**src/rtl/dmux_stream_if.sv**
```systemverilog
// Stream bundle for dmux_stream: one producer port in, OUTPUT_COUNT consumer lanes out.
// Handshake: a beat moves on a port/lane in any cycle where its valid and ready are both high.
interface dmux_stream_if #(
    parameter int WIDTH        = 8,
    parameter int OUTPUT_COUNT = 4,
    parameter int SEL_W        = $clog2(OUTPUT_COUNT)
);
    logic                          in_valid;
    logic                          in_ready;
    logic [WIDTH-1:0]              in;
    logic [SEL_W-1:0]              sel;
    logic [OUTPUT_COUNT-1:0]       mask;
    logic [WIDTH*OUTPUT_COUNT-1:0] out;
    logic [OUTPUT_COUNT-1:0]       out_valid;
    logic [OUTPUT_COUNT-1:0]       out_ready;
    logic                          drop;

    // slave: the demux itself; master: the producer/consumer environment around it
    modport slave (
        input  in_valid, in, sel, mask, out_ready,
        output in_ready, out, out_valid, drop
    );
    modport master (
        output in_valid, in, sel, mask, out_ready,
        input  in_ready, out, out_valid, drop
    );
endinterface

```
**src/rtl/dmux_stream.sv**
```systemverilog
// Pipelined 1-to-N stream demultiplexer with per-lane valid/ready, collapsing bubbles
// and optional multicast (MODE=1) where a beat retires once every addressed lane took it.
module dmux_stream #(
    parameter int WIDTH        = 8,
    parameter int OUTPUT_COUNT = 4,
    parameter int STAGES       = 2,
    parameter int MODE         = 0,
    parameter int SEL_W        = $clog2(OUTPUT_COUNT)
) (
    input  logic          clk,
    input  logic          rst,
    dmux_stream_if.slave  bus
);
    localparam int LAST = STAGES - 1;

    logic [STAGES-1:0]       v_q, v_d, free;
    logic [WIDTH-1:0]        data_q [STAGES];
    logic [WIDTH-1:0]        data_d [STAGES];
    logic [OUTPUT_COUNT-1:0] dest_q [STAGES];
    logic [OUTPUT_COUNT-1:0] dest_d [STAGES];
    logic [OUTPUT_COUNT-1:0] done_q, done_d;
    logic [OUTPUT_COUNT-1:0] dest_in, lane_valid, xfer;
    logic                    drop_q, drop_d;
    logic                    retire, accept, legal;

    always_comb begin : route
        dest_in = '0;
        if (MODE == 0) begin
            for (int i = 0; i < OUTPUT_COUNT; i++) dest_in[i] = (int'(bus.sel) == i);
        end else begin
            dest_in = bus.mask;
        end
        // An out-of-range sel and an empty mask both leave no destination bit set.
        legal = (dest_in != '0);
    end

    always_comb begin : flow
        logic all_full;
        lane_valid = {OUTPUT_COUNT{v_q[LAST]}} & dest_q[LAST] & ~done_q;
        xfer       = lane_valid & bus.out_ready;
        retire     = v_q[LAST] && ((dest_q[LAST] & ~(done_q | xfer)) == '0);
        // Stage k can take a beat if any stage at or after it is empty, or the tail retires.
        all_full = 1'b1;
        free     = '0;
        for (int k = LAST; k >= 0; k--) begin
            all_full = all_full & v_q[k];
            free[k]  = retire || !all_full;
        end
        accept = bus.in_valid && free[0] && !rst;
    end

    always_comb begin : next_state
        v_d    = v_q;
        data_d = data_q;
        dest_d = dest_q;
        if (free[0]) begin
            v_d[0] = accept && legal;
            if (accept && legal) begin
                data_d[0] = bus.in;
                dest_d[0] = dest_in;
            end
        end
        for (int k = 1; k < STAGES; k++) begin
            if (free[k]) begin
                v_d[k]    = v_q[k-1];
                data_d[k] = data_q[k-1];
                dest_d[k] = dest_q[k-1];
            end
        end
        done_d = retire ? '0 : (done_q | xfer);
        drop_d = accept && !legal;
    end

    always_ff @(posedge clk or posedge rst) begin
        if (rst) begin
            v_q    <= '0;
            done_q <= '0;
            drop_q <= 1'b0;
            for (int k = 0; k < STAGES; k++) begin
                data_q[k] <= '0;
                dest_q[k] <= '0;
            end
        end else begin
            v_q    <= v_d;
            done_q <= done_d;
            drop_q <= drop_d;
            for (int k = 0; k < STAGES; k++) begin
                data_q[k] <= data_d[k];
                dest_q[k] <= dest_d[k];
            end
        end
    end

    always_comb begin : outputs
        bus.in_ready  = free[0] && !rst;
        bus.out_valid = lane_valid;
        bus.drop      = drop_q;
        bus.out       = '0;
        for (int i = 0; i < OUTPUT_COUNT; i++) begin
            if (lane_valid[i]) bus.out[i*WIDTH +: WIDTH] = data_q[LAST];
        end
    end
endmodule
```
**src/flat_wrapper.sv**
```systemverilog
// flat-port wrapper written by rule: the top's interface ports become plain ports
module dmux_stream_flat 
#(
    parameter int WIDTH        = 8,
    parameter int OUTPUT_COUNT = 4,
    parameter int STAGES       = 2,
    parameter int MODE         = 0,
    parameter int SEL_W        = $clog2(OUTPUT_COUNT)
)
  (clk, rst, bus_in_valid, bus_in, bus_sel, bus_mask, bus_out_ready, bus_in_ready, bus_out, bus_out_valid, bus_drop);
  dmux_stream_if #(.WIDTH(WIDTH), .OUTPUT_COUNT(OUTPUT_COUNT), .SEL_W(SEL_W)) bus_i ();
  input  logic clk;
  input  logic rst;
  input wire logic [$bits(bus_i.in_valid)-1:0] bus_in_valid;
  input wire logic [$bits(bus_i.in)-1:0] bus_in;
  input wire logic [$bits(bus_i.sel)-1:0] bus_sel;
  input wire logic [$bits(bus_i.mask)-1:0] bus_mask;
  input wire logic [$bits(bus_i.out_ready)-1:0] bus_out_ready;
  output wire logic [$bits(bus_i.in_ready)-1:0] bus_in_ready;
  output wire logic [$bits(bus_i.out)-1:0] bus_out;
  output wire logic [$bits(bus_i.out_valid)-1:0] bus_out_valid;
  output wire logic [$bits(bus_i.drop)-1:0] bus_drop;
  assign bus_i.in_valid = bus_in_valid;
  assign bus_i.in = bus_in;
  assign bus_i.sel = bus_sel;
  assign bus_i.mask = bus_mask;
  assign bus_i.out_ready = bus_out_ready;
  assign bus_in_ready = bus_i.in_ready;
  assign bus_out = bus_i.out;
  assign bus_out_valid = bus_i.out_valid;
  assign bus_drop = bus_i.drop;
  dmux_stream #(.WIDTH(WIDTH), .OUTPUT_COUNT(OUTPUT_COUNT), .STAGES(STAGES), .MODE(MODE), .SEL_W(SEL_W)) u_core (.clk(clk), .rst(rst), .bus(bus_i));
endmodule
```
**config.mk**
```make
export PLATFORM = sky130hd
export DESIGN_NAME = dmux_stream_flat
export DESIGN_NICKNAME = d
export VERILOG_FILES = /design/src/rtl/dmux_stream_if.sv /design/src/rtl/dmux_stream.sv /design/src/flat_wrapper.sv
export SDC_FILE = /design/constraint.sdc
export NUM_CORES = 1
export LEC_CHECK = 0
export CAP_MARGIN = 10
export CORE_UTILIZATION = 47
export CTS_BUF_LIST = sky130_fd_sc_hd__clkbuf_8 sky130_fd_sc_hd__clkbuf_16
export DETAILED_ROUTE_END_ITERATION = 10
export HOLD_SLACK_MARGIN = 0.12
export PLACE_DENSITY = 0.84
export SLEW_MARGIN = 20
export SYNTH_ARGS = -nofsm -noshare
export SYNTH_HDL_FRONTEND = slang
export SYNTH_SLANG_ARGS = --single-unit
```
**constraint.sdc**
```tcl
create_clock -name clk -period 4.2 [get_ports clk]
set_input_delay 0.63 -clock clk [delete_from_list [all_inputs] [get_ports clk]]
set_output_delay 0.63 -clock clk [all_outputs]
set_load 0.01 [all_outputs]
```
* After elaboration in Yosys (flattened, before gate mapping)
Index checks and enable logic that the tools add are counted.
** Word-level totals
- Register bits after elaboration :: 31
- Bits of input ports :: 21
- Output and inout port bits :: 38
- Word-level logic and storage cells :: 40
** Operators by class
- Equality and inequality tests :: 3
- Muxes and demuxes :: 5
- Bitwise operators :: 8
- Reduce and logical (&&, ||, !) cells :: 16
** Operators by type and width (number)
- $mux 8 :: 4
- $and 4x4->4 :: 4
- $not 4->4 :: 2
- $logic_and 1x1->1 :: 6
- $eq 2x2->1 const B :: 2
- $logic_not 1->1 :: 4
- $logic_not 4->1 :: 1
- $mux 4 :: 1
- $or 4x4->4 :: 1
- $reduce_bool 4->1 :: 1
- $eq 2x1->1 const B :: 1
- $logic_not 2->1 :: 1
- $logic_or 1x1->1 :: 2
- $reduce_and 2->1 :: 1
- $and 1x1->1 :: 1

* Longest topological paths before layout
- Word-level depth :: 13
- Depth in mapped cells :: 7
- Mapped depth without buffers :: 5

* Worst setup path before layout
No wires, ideal clock.
- Kind :: in2reg
- From :: input port rst
- To :: register u_core.data_q[10] (netlist name)
- Setup time :: 125 ps
- Data arrival time :: 2244 ps
- Data required time :: 4075 ps
- Path slack :: 1831 ps
- Stages on the path :: 5
- Path buffers :: 1
- Cells stage by stage :: inv_1 > nand2_1 > a31oi_4 > buf_8 > mux2_4
** Between the ends
- Word-level cells in the longest chain between the ends :: 4
** Ends and longest elaborated chain
- start, declared :: RTL line flat_wrapper.sv:13 : input logic rst;
- $logic_not 1->1 :: RTL line dmux_stream.sv:49 : accept = bus.in_valid && free[0] && !rst;
- $logic_and 1x1->1 :: RTL line dmux_stream.sv:49
- $logic_and 1x1->1 :: RTL line dmux_stream.sv:58 : if (accept && legal) begin
- $reduce_and 2->1 (no line)
- end signal, assigned by index :: RTL line dmux_stream.sv:88 : data_q[k] <= data_d[k];
- end, declared :: RTL line dmux_stream.sv:17 : logic [WIDTH-1:0] data_q [STAGES];
No other way between the ends.
A chain may end at the register's enable or synchronous reset.

* Worst setup path in the final report
- From :: input port bus_out_ready[0]
- To :: output port bus_in_ready
** Between the ends
- Word-level cells in the longest chain between the ends :: 8
** Ends and longest elaborated chain
- start, declared :: RTL line flat_wrapper.sv:18 : input wire logic [$bits(bus_i.out_ready)-1:0] bus_out_ready;
- $and 4x4->4 :: RTL line dmux_stream.sv:40 : xfer = lane_valid & bus.out_ready;
- $or 4x4->4 :: RTL line dmux_stream.sv:41 : retire = v_q[LAST] && ((dest_q[LAST] & ~(done_q | xfer)) == '0);
- $not 4->4 :: RTL line dmux_stream.sv:41
- $and 4x4->4 :: RTL line dmux_stream.sv:41
- $logic_not 4->1 :: RTL line dmux_stream.sv:41
- $logic_and 1x1->1 :: RTL line dmux_stream.sv:41
- $logic_or 1x1->1 :: RTL line dmux_stream.sv:47 : free[k] = retire || !all_full;
- $logic_and 1x1->1 :: RTL line dmux_stream.sv:95 : bus.in_ready = free[0] && !rst;
- end, declared :: RTL line flat_wrapper.sv:19 : output wire logic [$bits(bus_i.in_ready)-1:0] bus_in_ready;
No other way between the ends.

==> impl_metrics.toml <==
[floorplanning]
die_x_um = 60.5
die-area_sq_um = 3660
initial_core_util = 0.510
core_sq_um = 3150
rows = 20
die_h_um = 60.5
ioPinCount = 59

[clocking]
h-tree-depth = 2
post-cts-setup-buffer-count = 0
cts_resized = 0
clk_pin_slew_ns = 0.05
cts_made_buffers = 5
clock_latency_ns = 0.28
tritoncts = "yes"
ctsHoldBuffers = 0
cts_max_path_buffers = 2
cts.sinks = 31
root_buffer = "clkbuf_8"

[yosys]
yosys.area_share.simple = 0.244
synth_top_area_frac = 0.482
synthXorXnorAreaFrac = 0
ys_async_sr_fraction = 1.00
synth_cells = 129
syn_area_sq_um = 1610
synth_area_leaders = "dfrtp_1 (48%), mux2_4 (17%), and2_1 (12%), mux2_1 (3.5%), nand2_1 (1.9%)"
synth_compound_area_frac = 0.0311
synth.area.mux_share = 0.209
synth.distinct_cells = 23
synth_fa_ha_area_frac = 0
synth_edf_count = 0
synthFlopType = "dfrtp_1"
synth_top_family_by_area = "simple AND/OR/NAND/NOR gates"
ys_warn_count = 0
synth_fp_nets = 150
synth.most_common_cell = "and2_1"
yosys.area.top_type = "dfrtp_1"
synthesis.area_per_instance_sq_um = 12.5
synth-seq-area-share = 0.482
synthTopCellsByCount = "and2_1 (32), dfrtp_1 (31), mux2_4 (18)"
synth-seq-cells = 31

[worst_setup_path]
end_kind = "output port"
worst-r2r-cell-count = 5
r2r_end = "u_core.data_q[14]"
critPathArrivalTime_ns = 2.34
cp-startpoint = "bus_out_ready[0]"
worst-path-max-fanout = 5
start_kind = "input pin"
r2r_start = "u_core.v_q[1]"
crit_type = "in -> out"
reg2reg_setup_slack_ns = 2.03
crit_required_ns = 3.57

[worst_hold_path]
holdPathStages = 1
min_path_type = "reg -> reg"
hold_start = "u_core.dest_q[7]"
holdPathEnd = "u_core.dest_q[3]"

[drt]
wl_per_cell_um = 14.4
vias = 1191
finalWirelength_mm = 3.37
viasPerCell = 5.11
first_pass_iters = 5
drt-initial-drc-count = 47
final_antenna_net_count = 0
drc_errors = 0

[grt]
grt_pass1_vias = 1068
grt_pass1_wl_mm = 5.05
antenna_found_initial = 0
grt.overflow.total = 0
track_usage = 0.200
grt_max_degree = 33

[sta]
post-route-min-period_ns = 2.97
tns_ns = 0
slew_viol_final = 0
rsz0062_at_grt = "false"
slew-limit-headroom = 0.610
fin_skew_ns = 0.00545
fmax_mhz = 336
tightestPinTransition_ns = 0.585
fin_crit_sh = 0.708
setup_viol = 0
hold_violations = 0

[cells_and_area]
drive_gt1_frac = 0.169
areaGrowthSynthToFinish_pct = 40.2
diodes = 0
fill_cells = 239
fin_area_sq_um = 2250
nets = 209

[place]
hpwl_mm = 2.54
routabilityCongestion = 0.784
post_dp_cell_area_sq_um = 2170
port-buffer-count = 54

[power]
p_leak_nw = 0.996
ir_worst_vdd_uv = 306
power_density_nw_per_um2 = 604

[outcome]
run_status = "finished, final reports clean"

[run]
cap_viol_max_count = 0
-- kinds of logic after synthesis --
| family | Yosys count |
|---|---|
| and+or+nand+nor | 61 |
| DFF | 31 |
| muxes | 24 |
| AOI/OAI and AO/OA | 6 |
| buffers and inverters | 6 |
| other | 1 |
-- stage by stage --
step	hold slack [ns]	total power, W	std cells	utilization	setup WS [ns]
final	0.486	0.00136	233	0.715	1.23
after detailed placement	0.478	0.00115	225	0.689	1.22
after global routing	0.511	0.00145	233	0.715	1.11
after CTS	0.491	0.00137	233	0.715	1.22
after global placement	0.471	0.00112	225	0.689	1.35
after floorplan	0.458	0.000924	129	-	1.83
-- registers in the layout, indices dropped and copies added (netlist names) --
name	count
u_core.dest_q	8
u_core.v_q	2
u_core.done_q	4
u_core.bus.drop	1
u_core.data_q	16
-- final cells by class --
class                      instances  area [sq um]  share of cell area
inverter                           3          11.3             0.00499
timing repair buffer              55           548               0.243
clock inverter                     3          12.5             0.00555
clock buffer                       5          68.8              0.0305
tap                               44          55.1              0.0244
multi-input combinational         92           783               0.347
sequential                        31           776               0.344
-- placed cells by master (no fill, tap or decap), drive strengths merged --
cell,count
dfrtp,31
nand3b,4
nand3,1
nor2b,2
a31oi,4
nor3b,2
nor2,8
clkbuf,5
nand4,1
mux2i,1
nand2,9
mux2,23
clkinv,1
or2,1
and2,33
a21oi,2
clkdlybuf4s50,54
buf,1
inv,5
conb,1
-- worst max-delay path, cell delays in order --
cell             delay, ns
clkdlybuf4s50_1       0.50
nand2_1               0.08
nand3b_1              0.18
nand4_4               0.16
a31oi_1               0.21
clkdlybuf4s50_1       0.58
-- power by group --
part | leakage (nW) | internal [W] | switching [W]
Sequential | 0.380 | 0.000407 | 0.000124
Combinational | 0.566 | 0.000370 | 0.000248
Clock | 0.0505 | 0.000111 | 0.000101
-- metal layers --
layer,track usage,share of wire
met1,0.232,0.42
met5,0,0
met2,0.327,0.46
met4,0.110,0.031
met3,0.0682,0.085
-- worst max-delay path by stage --
stage	endpoint	slack (ns)	cells after the start
2_1_floorplan	u_core.data_q[10]	1.83	5
3_3_place_gp	bus_in_ready	1.35	6
3_5_place_dp	bus_in_ready	1.22	6
4_1_cts	bus_in_ready	1.22	6
5_1_grt	bus_out[13]	1.11	4
6_report	bus_in_ready	1.23	6
No activity file was read; power rests on OpenSTA's default activity.
